`src/rtl/flash_audio_sequencer.sv`:
```
// Fetches 32-bit words from the flash over Avalon-MM and plays them out as two 16-bit
// audio samples per word, one per sample tick, walking the clip forward or backward.
module flash_audio_sequencer #(
  parameter int                 ADDR_W     = 23,
  parameter logic [ADDR_W-1:0]  START_ADDR = 23'h0,
  parameter logic [ADDR_W-1:0]  END_ADDR   = 23'h7FFFF
) (
  input  logic              clk,
  input  logic              reset_n,
  input  logic              sample_tick,
  input  logic              play,
  input  logic              dir,
  input  logic              restart,
  output logic              flash_read_finished,
  output logic              flash_mem_read,
  output logic [ADDR_W-1:0] flash_mem_address,
  output logic [3:0]        flash_mem_byteenable,
  input  logic              flash_mem_waitrequest,
  input  logic [31:0]       flash_mem_readdata,
  input  logic              flash_mem_readdatavalid,
  output logic [15:0]       audio_sample,
  output logic              sample_valid
);

  typedef enum logic [2:0] {
    IDLE,
    REQ,
    WAIT_DATA,
    PLAY_FIRST,
    PLAY_SECOND,
    RESTART_DONE,
    RELEASE
  } state_t;

  localparam logic [ADDR_W-1:0] ADDR_ONE = 1;

  state_t            state_reg, state_next;
  logic [ADDR_W-1:0] addr_reg, addr_next;
  logic              dir_q_reg, dir_q_next;
  logic [31:0]       word_reg, word_next;
  logic              tick_pending_reg, tick_pending_next;
  logic [15:0]       audio_reg, audio_next;
  logic              valid_reg, valid_next;

  logic              tick_go;
  logic              tick_in_fetch;
  logic [15:0]       first_half;
  logic [15:0]       second_half;

  function automatic logic [ADDR_W-1:0] step_addr(input logic [ADDR_W-1:0] a,
                                                  input logic              backward);
    logic [ADDR_W-1:0] r;
    if (backward) begin
      r = (a == START_ADDR) ? END_ADDR : a - ADDR_ONE;
    end else begin
      r = (a == END_ADDR) ? START_ADDR : a + ADDR_ONE;
    end
    return r;
  endfunction

  // A tick is consumed either live or from the single-entry backlog left by a fetch.
  assign tick_go       = (sample_tick | tick_pending_reg) & play;
  assign tick_in_fetch = sample_tick & play;

  assign first_half  = dir_q_reg ? word_reg[31:16] : word_reg[15:0];
  assign second_half = dir_q_reg ? word_reg[15:0]  : word_reg[31:16];

  always_ff @(posedge clk or negedge reset_n) begin
    if (!reset_n) begin
      state_reg        <= IDLE;
      addr_reg         <= START_ADDR;
      dir_q_reg        <= 1'b0;
      word_reg         <= 32'h0;
      tick_pending_reg <= 1'b0;
      audio_reg        <= 16'h0;
      valid_reg        <= 1'b0;
    end else begin
      state_reg        <= state_next;
      addr_reg         <= addr_next;
      dir_q_reg        <= dir_q_next;
      word_reg         <= word_next;
      tick_pending_reg <= tick_pending_next;
      audio_reg        <= audio_next;
      valid_reg        <= valid_next;
    end
  end

  always_comb begin
    state_next        = state_reg;
    addr_next         = addr_reg;
    dir_q_next        = dir_q_reg;
    word_next         = word_reg;
    tick_pending_next = tick_pending_reg;
    audio_next        = audio_reg;
    valid_next        = 1'b0;

    case (state_reg)
      IDLE: begin
        if (restart) begin
          state_next = RESTART_DONE;
        end else if (play) begin
          dir_q_next = dir;
          state_next = REQ;
        end
      end

      REQ: begin
        if (tick_in_fetch) tick_pending_next = 1'b1;
        if (!flash_mem_waitrequest) state_next = WAIT_DATA;
      end

      // Restart is only honoured once the outstanding read has returned its data.
      WAIT_DATA: begin
        if (tick_in_fetch) tick_pending_next = 1'b1;
        if (flash_mem_readdatavalid) begin
          word_next  = flash_mem_readdata;
          state_next = restart ? RESTART_DONE : PLAY_FIRST;
        end
      end

      PLAY_FIRST: begin
        if (restart) begin
          state_next = RESTART_DONE;
        end else if (tick_go) begin
          audio_next        = first_half;
          valid_next        = 1'b1;
          tick_pending_next = 1'b0;
          state_next        = PLAY_SECOND;
        end
      end

      PLAY_SECOND: begin
        if (restart) begin
          state_next = RESTART_DONE;
        end else if (tick_go) begin
          audio_next        = second_half;
          valid_next        = 1'b1;
          tick_pending_next = 1'b0;
          addr_next         = step_addr(addr_reg, dir_q_reg);
          dir_q_next        = dir;
          state_next        = REQ;
        end
      end

      RESTART_DONE: begin
        addr_next         = dir ? END_ADDR : START_ADDR;
        tick_pending_next = 1'b0;
        state_next        = RELEASE;
      end

      RELEASE: begin
        if (!restart) state_next = IDLE;
      end

      default: begin
        state_next = IDLE;
      end
    endcase
  end

  // Decoded from the state register so that reset drops the read request at once.
  assign flash_mem_read       = (state_reg == REQ);
  assign flash_read_finished  = (state_reg == RESTART_DONE);
  assign flash_mem_address    = addr_reg;
  assign flash_mem_byteenable = 4'hF;
  assign audio_sample         = audio_reg;
  assign sample_valid         = valid_reg;

endmodule
```
`config.mk`:
```
export PLATFORM = sky130hd
export DESIGN_NAME = flash_audio_sequencer
export DESIGN_NICKNAME = d
export VERILOG_FILES = /design/src/rtl/flash_audio_sequencer.sv
export SDC_FILE = /design/constraint.sdc
export NUM_CORES = 1
export LEC_CHECK = 0
export BUFFER_PORTS_ARGS = -buffer_cell sky130_fd_sc_hd__buf_2
export CAP_MARGIN = 20
export CORE_AREA = 3 3 91 93
export CTS_CLUSTER_DIAMETER = 80
export DETAILED_ROUTE_END_ITERATION = 16
export DIE_AREA = 0 0 94 96
export PLACE_DENSITY = 0.89
export SLEW_MARGIN = 30
export SYNTH_ARGS = -nofsm -noshare
export SYNTH_HDL_FRONTEND = slang
export SYNTH_SLANG_ARGS = --single-unit
```
`constraint.sdc`:
```
create_clock -name clk -period 7.5 [get_ports clk]
set_clock_uncertainty 0.1 [all_clocks]
set_input_delay 2.25 -clock clk [delete_from_list [all_inputs] [get_ports clk]]
set_output_delay 2.25 -clock clk [all_outputs]
set_load 0.02 [all_outputs]
```
After elaboration in Yosys (flattened, before gate mapping)
Cells that the tools add are included.
{ "word_totals": {"inputBits": 40, "wordCells": 85, "output_inout_bits": 46, "reg_bits": 77} }
{ "op_classes": {"eq_ne": 22, "n_bitwise": 3, "muxes": 37, "n_reduce_logical": 14, "add_sub_neg": 2} }
{ "op_table": {"columns": ["op", "n"], "rows": [
  ["$mux 23", 5],
  ["$mux 16", 6],
  ["$pmux 23 s2", 1],
  ["$pmux 16 s2", 1],
  ["$mux 3", 10],
  ["$add 23x1->23 const B", 1],
  ["$eq 23x19->1 const B", 1],
  ["$logic_not 23->1", 1],
  ["$sub 23x1->23 const B", 1],
  ["$pmux 3 s7", 1],
  ["$ne 2x2->1 const B", 10],
  ["$mux 19", 1],
  ["$mux 1", 10],
  ["$reduce_and 5->1", 2],
  ["$eq 3x3->1 const B", 3],
  ["$ne 3x3->1 const B", 3],
  ["$eq 3x2->1 const B", 2],
  ["$reduce_and 6->1", 1],
  ["$reduce_bool 2->1", 3],
  ["$ne 2x1->1 const B", 2],
  ["$reduce_and 4->1", 1],
  ["$reduce_or 2->1", 2],
  ["$eq 3x1->1 const B", 1],
  ["$logic_not 3->1", 1],
  ["7 further kinds", 8]
]} }

Logic depth before layout (Yosys ltp)
{ "logic_depth": {"ltp_word": 6, "mapped_depth": 8, "depth_no_buf": 8} }

Least setup slack after synthesis
No wires, ideal clock.
{ "synth_path": {"path_kind": "input -> register", "start": "input restart", "end": "register addr_reg[19], in the netlist flash_mem_address[19]", "path_slack_ns": 3.375, "arrival_ns": 3.949, "path_stages": 6, "required_ns": 7.324, "path_buffers": 1, "setup_ns": 0.076, "cell_sequence": "clkbuf_1 > nor4_2 > o211ai_2 > o21ai_2 > or3b_1 > o21ai_1"} }
{ "synth_between": {"elab_chain_len": 2} }
{ "synth_rtl": {"columns": ["item", "line_no", "text"], "rows": [
  ["start, declared", "13", "input logic restart,"],
  ["$ne 2x2->1 (no line)", null, null],
  ["$reduce_and 3->1 (no line)", null, null],
  ["end signal, assigned", "79", "addr_reg <= addr_next;"],
  ["end, declared", "38", "logic [ADDR_W-1:0] addr_reg, addr_next;"]
]} }
No other way between the ends.
A chain may end at the register's enable or synchronous reset.

Worst setup path in the final report
{ "layout_path": {"start": "input play", "end": "register addr_reg[20], in the netlist flash_mem_address[20]"} }
{ "layout_between": {"elab_chain_len": 3} }
{ "layout_rtl": {"columns": ["item", "line_no", "text"], "rows": [
  ["start, declared", "11", "input logic play,"],
  ["$and 1x1->1", "62", "assign tick_go = (sample_tick | tick_pending_reg) & play;"],
  ["$ne 2x2->1 (no line)", null, null],
  ["$reduce_and 3->1 (no line)", null, null]
]} }
No other way between the ends.

==> results_dict.tcl <==
set metrics [dict create \
    h-tree-depth 3 \
    ff2ff_setup_slack_ns 4.31 \
    root_buffer "clkbuf_8" \
    path_delay_family "simple AND/OR/NAND/NOR gates" \
    crit_buf_inv 1 \
    min-delay-start "word_reg[22]" \
    slowest_stage "nor4_2" \
    cts_setup_buffers 0 \
    clk_latency_ns 0.37 \
    syn-instance-count 457 \
    overflow 0 \
    first_pass_iters 5 \
    grt_first_pass_wirelength_um 18400 \
    path_max_fanout 15 \
    synth_top_area_cell "dfrtp_1" \
    port_buffers 81 \
    arrival_ns 4.73 \
    setup_violations 0 \
    required_ns 7.69 \
    num_antenna_cells 0 \
    post_drt_wl_per_cell_um 17.7 \
    grt_max_degree 78 \
    ys_top_cells_by_area "dfrtp_1, mux2_1, a21oi_1" \
    ys.flop_type "dfrtp_1" \
    syn-cell-area_mm2 0.00447 \
    die_w_um 94 \
    layout-drive-gt1-share 0.254 \
    coreArea_mm2 0.00761 \
    slew_violations 0 \
    drt.antenna.violating_nets 0 \
    p_per_area_mw_per_mm2 426 \
    outcome "finished clean" \
    min_to "word_reg[22]" \
    cts_tree "built" \
    slew_headroom 0.365 \
    cts_buffer_depth 2 \
    setup_ws_ns 2.96 \
    synth.top_cell.area_share 0.431 \
    fmax_ghz 0.220 \
    area_growth_pct 12.5 \
    dp.cells 609 \
    topRoutingLayerUsed "met4" \
    drt-initial-drc-count 342 \
    wirelength_um 11000 \
    final-instance-count-excl-fill 625 \
    reg2reg_to "flash_mem_address[20]" \
    worstSetupEndpointType "flip-flop" \
    largest_reg_flops 32 \
    dp.final_hpwl_um 7750 \
    fin_nets 561 \
    synth_area_per_cell_um2 9.78 \
    rsz0062_at_grt "false" \
    path_clk_slew_ns 0.08 \
    min_path_cells 1 \
    leakagePower_uw 0.00226 \
    ys_seq_area_frac 0.431 \
    maxCapViolations 0 \
    drcViolationCount 0 \
    most-common-layout-cells "buf_2, dfrtp_1, nor2_1" \
    post-place-ws_ns 2.64 \
    wl_met3_um 1000 \
    synth_edf_count 0 \
    final_common_cell "buf_2" \
    hold_class "reg2reg" \
    fin_crit_ns 4.54 \
    first_global_vias 3825 \
    tightest_slew_ns 0.945 \
    reg2reg_depth 6 \
    m1WireLength_um 4510 \
    wl_met2_um 5250 \
    p_total_uw 2140 \
    cp_common_cell "o21ai_1" \
    reg2reg_from "state_reg[1]" \
    track_usage 0.260 \
    numCtsBuffers 9 \
    ys_seq_elements 77 \
    max_stage_delay_ns 0.75 \
    rows 32 \
    vias_per_cell 6.28 \
    ys_types 70 \
    initial_core_util 0.588 \
    cts_hold_buf 0 \
    hold_viol_final 0 \
    peakVddDrop_mv 0.239 \
    antenna_found_initial 0 \
    yosys_warnings 0 \
    cts_num_sinks 77 \
    post_cts_resized 0 \
    route.vias.total 3923 \
    die_area_mm2 0.00902 \
    synthArstFlopShare 1.00 \
    critPathLaunchType "input pin" \
    critical_path_class "in2reg" \
    fin_setup_tns_ns 0 \
    worstPathCellList "buf_2, o21ai_1, nor4_2, nand2_1, o21ai_2, or3b_1, o21ai_1" \
    chipHeight_um 96 \
    post-route-period-util 0.605 \
    ios 86 \
    globalplace.congestion 0.970 \
]
-- synth_stat cells, types with 3 or more instances --
cell and number:
a21oi_1 38, nor3_1 17, clkbuf_1 13, o211ai_1 4, xnor2_1 7, o21ai_0 18, mux2_1 18, o31ai_1 5
nor2_1 41, dfrtp_1 77, buf_2 10, or4_1 5, mux2_2 16, and3_1 8, a22oi_1 3, a21o_1 3
xor2_1 10, a221o_1 3, inv_1 8, buf_4 7, nor2b_1 5, nand2_1 23, a31oi_1 3, mux2i_1 16
nand3_1 12, o21ai_1 9, nor4_1 8, ha_1 3, clkbuf_8 3, buf_1 3, nand4_1 8
-- worst register-to-register path: cells and delay by family (launching register included) --
kind / cells / cell delay (ns)
simple gates: 4 / 2.01
flops: 1 / 0.50
compound gates: 2 / 0.50
-- where the power goes --
part,internal (uW),switching (uW)
sequential,607,251
clock,127,178
combinational,422,555
-- through the flow --
step,area (um^2),utilization,hold WS (ns)
floorplan,4480,-,0.357
global placement,4840,0.636,0.366
detailed placement,4840,0.636,0.377
CTS,5020,0.660,0.395
global route,5030,0.661,0.414
finish,5030,0.661,0.394
-- worst max-delay path by stage --
stage | startpoint | endpoint | slack [ns] | cells after the start
6_report | play | flash_mem_address[20] | 2.96 | 7
5_1_grt | play | flash_mem_address[19] | 2.70 | 7
4_1_cts | play | flash_mem_address[20] | 3.02 | 7
3_5_place_dp | play | flash_mem_address[20] | 2.64 | 7
3_3_place_gp | restart | flash_mem_address[19] | 2.82 | 6
2_1_floorplan | restart | flash_mem_address[19] | 3.37 | 6
-- layer usage --
metal | vias up | track usage
met4 | 0 | 0.111
met2 | 190 | 0.417
met3 | 31 | 0.0711
li1 | 1808 | -
met5 | - | 0
met1 | 1894 | 0.334
-- area by class of cell --
cell class                 count  area [um^2]
fill                         617         2580
inverter                       8         30.0
clock inverter                 7         63.8
clock buffer                   9          124
tap                          102          128
timing repair buffer          85          442
sequential                    77         1930
multi-input combinational    337         2310
-- logic make-up after synthesis --
family,share of synthesized area
adders and majority gates,0.00840
xor gates and xnor gates,0.0333
AOI/OAI and AO/OA,0.158
and+or+nand+nor,0.190
other,0.000839
buffers and inverters,0.0568
DFF,0.431
muxes,0.121
No activity file was read; power rests on OpenSTA's default activity.
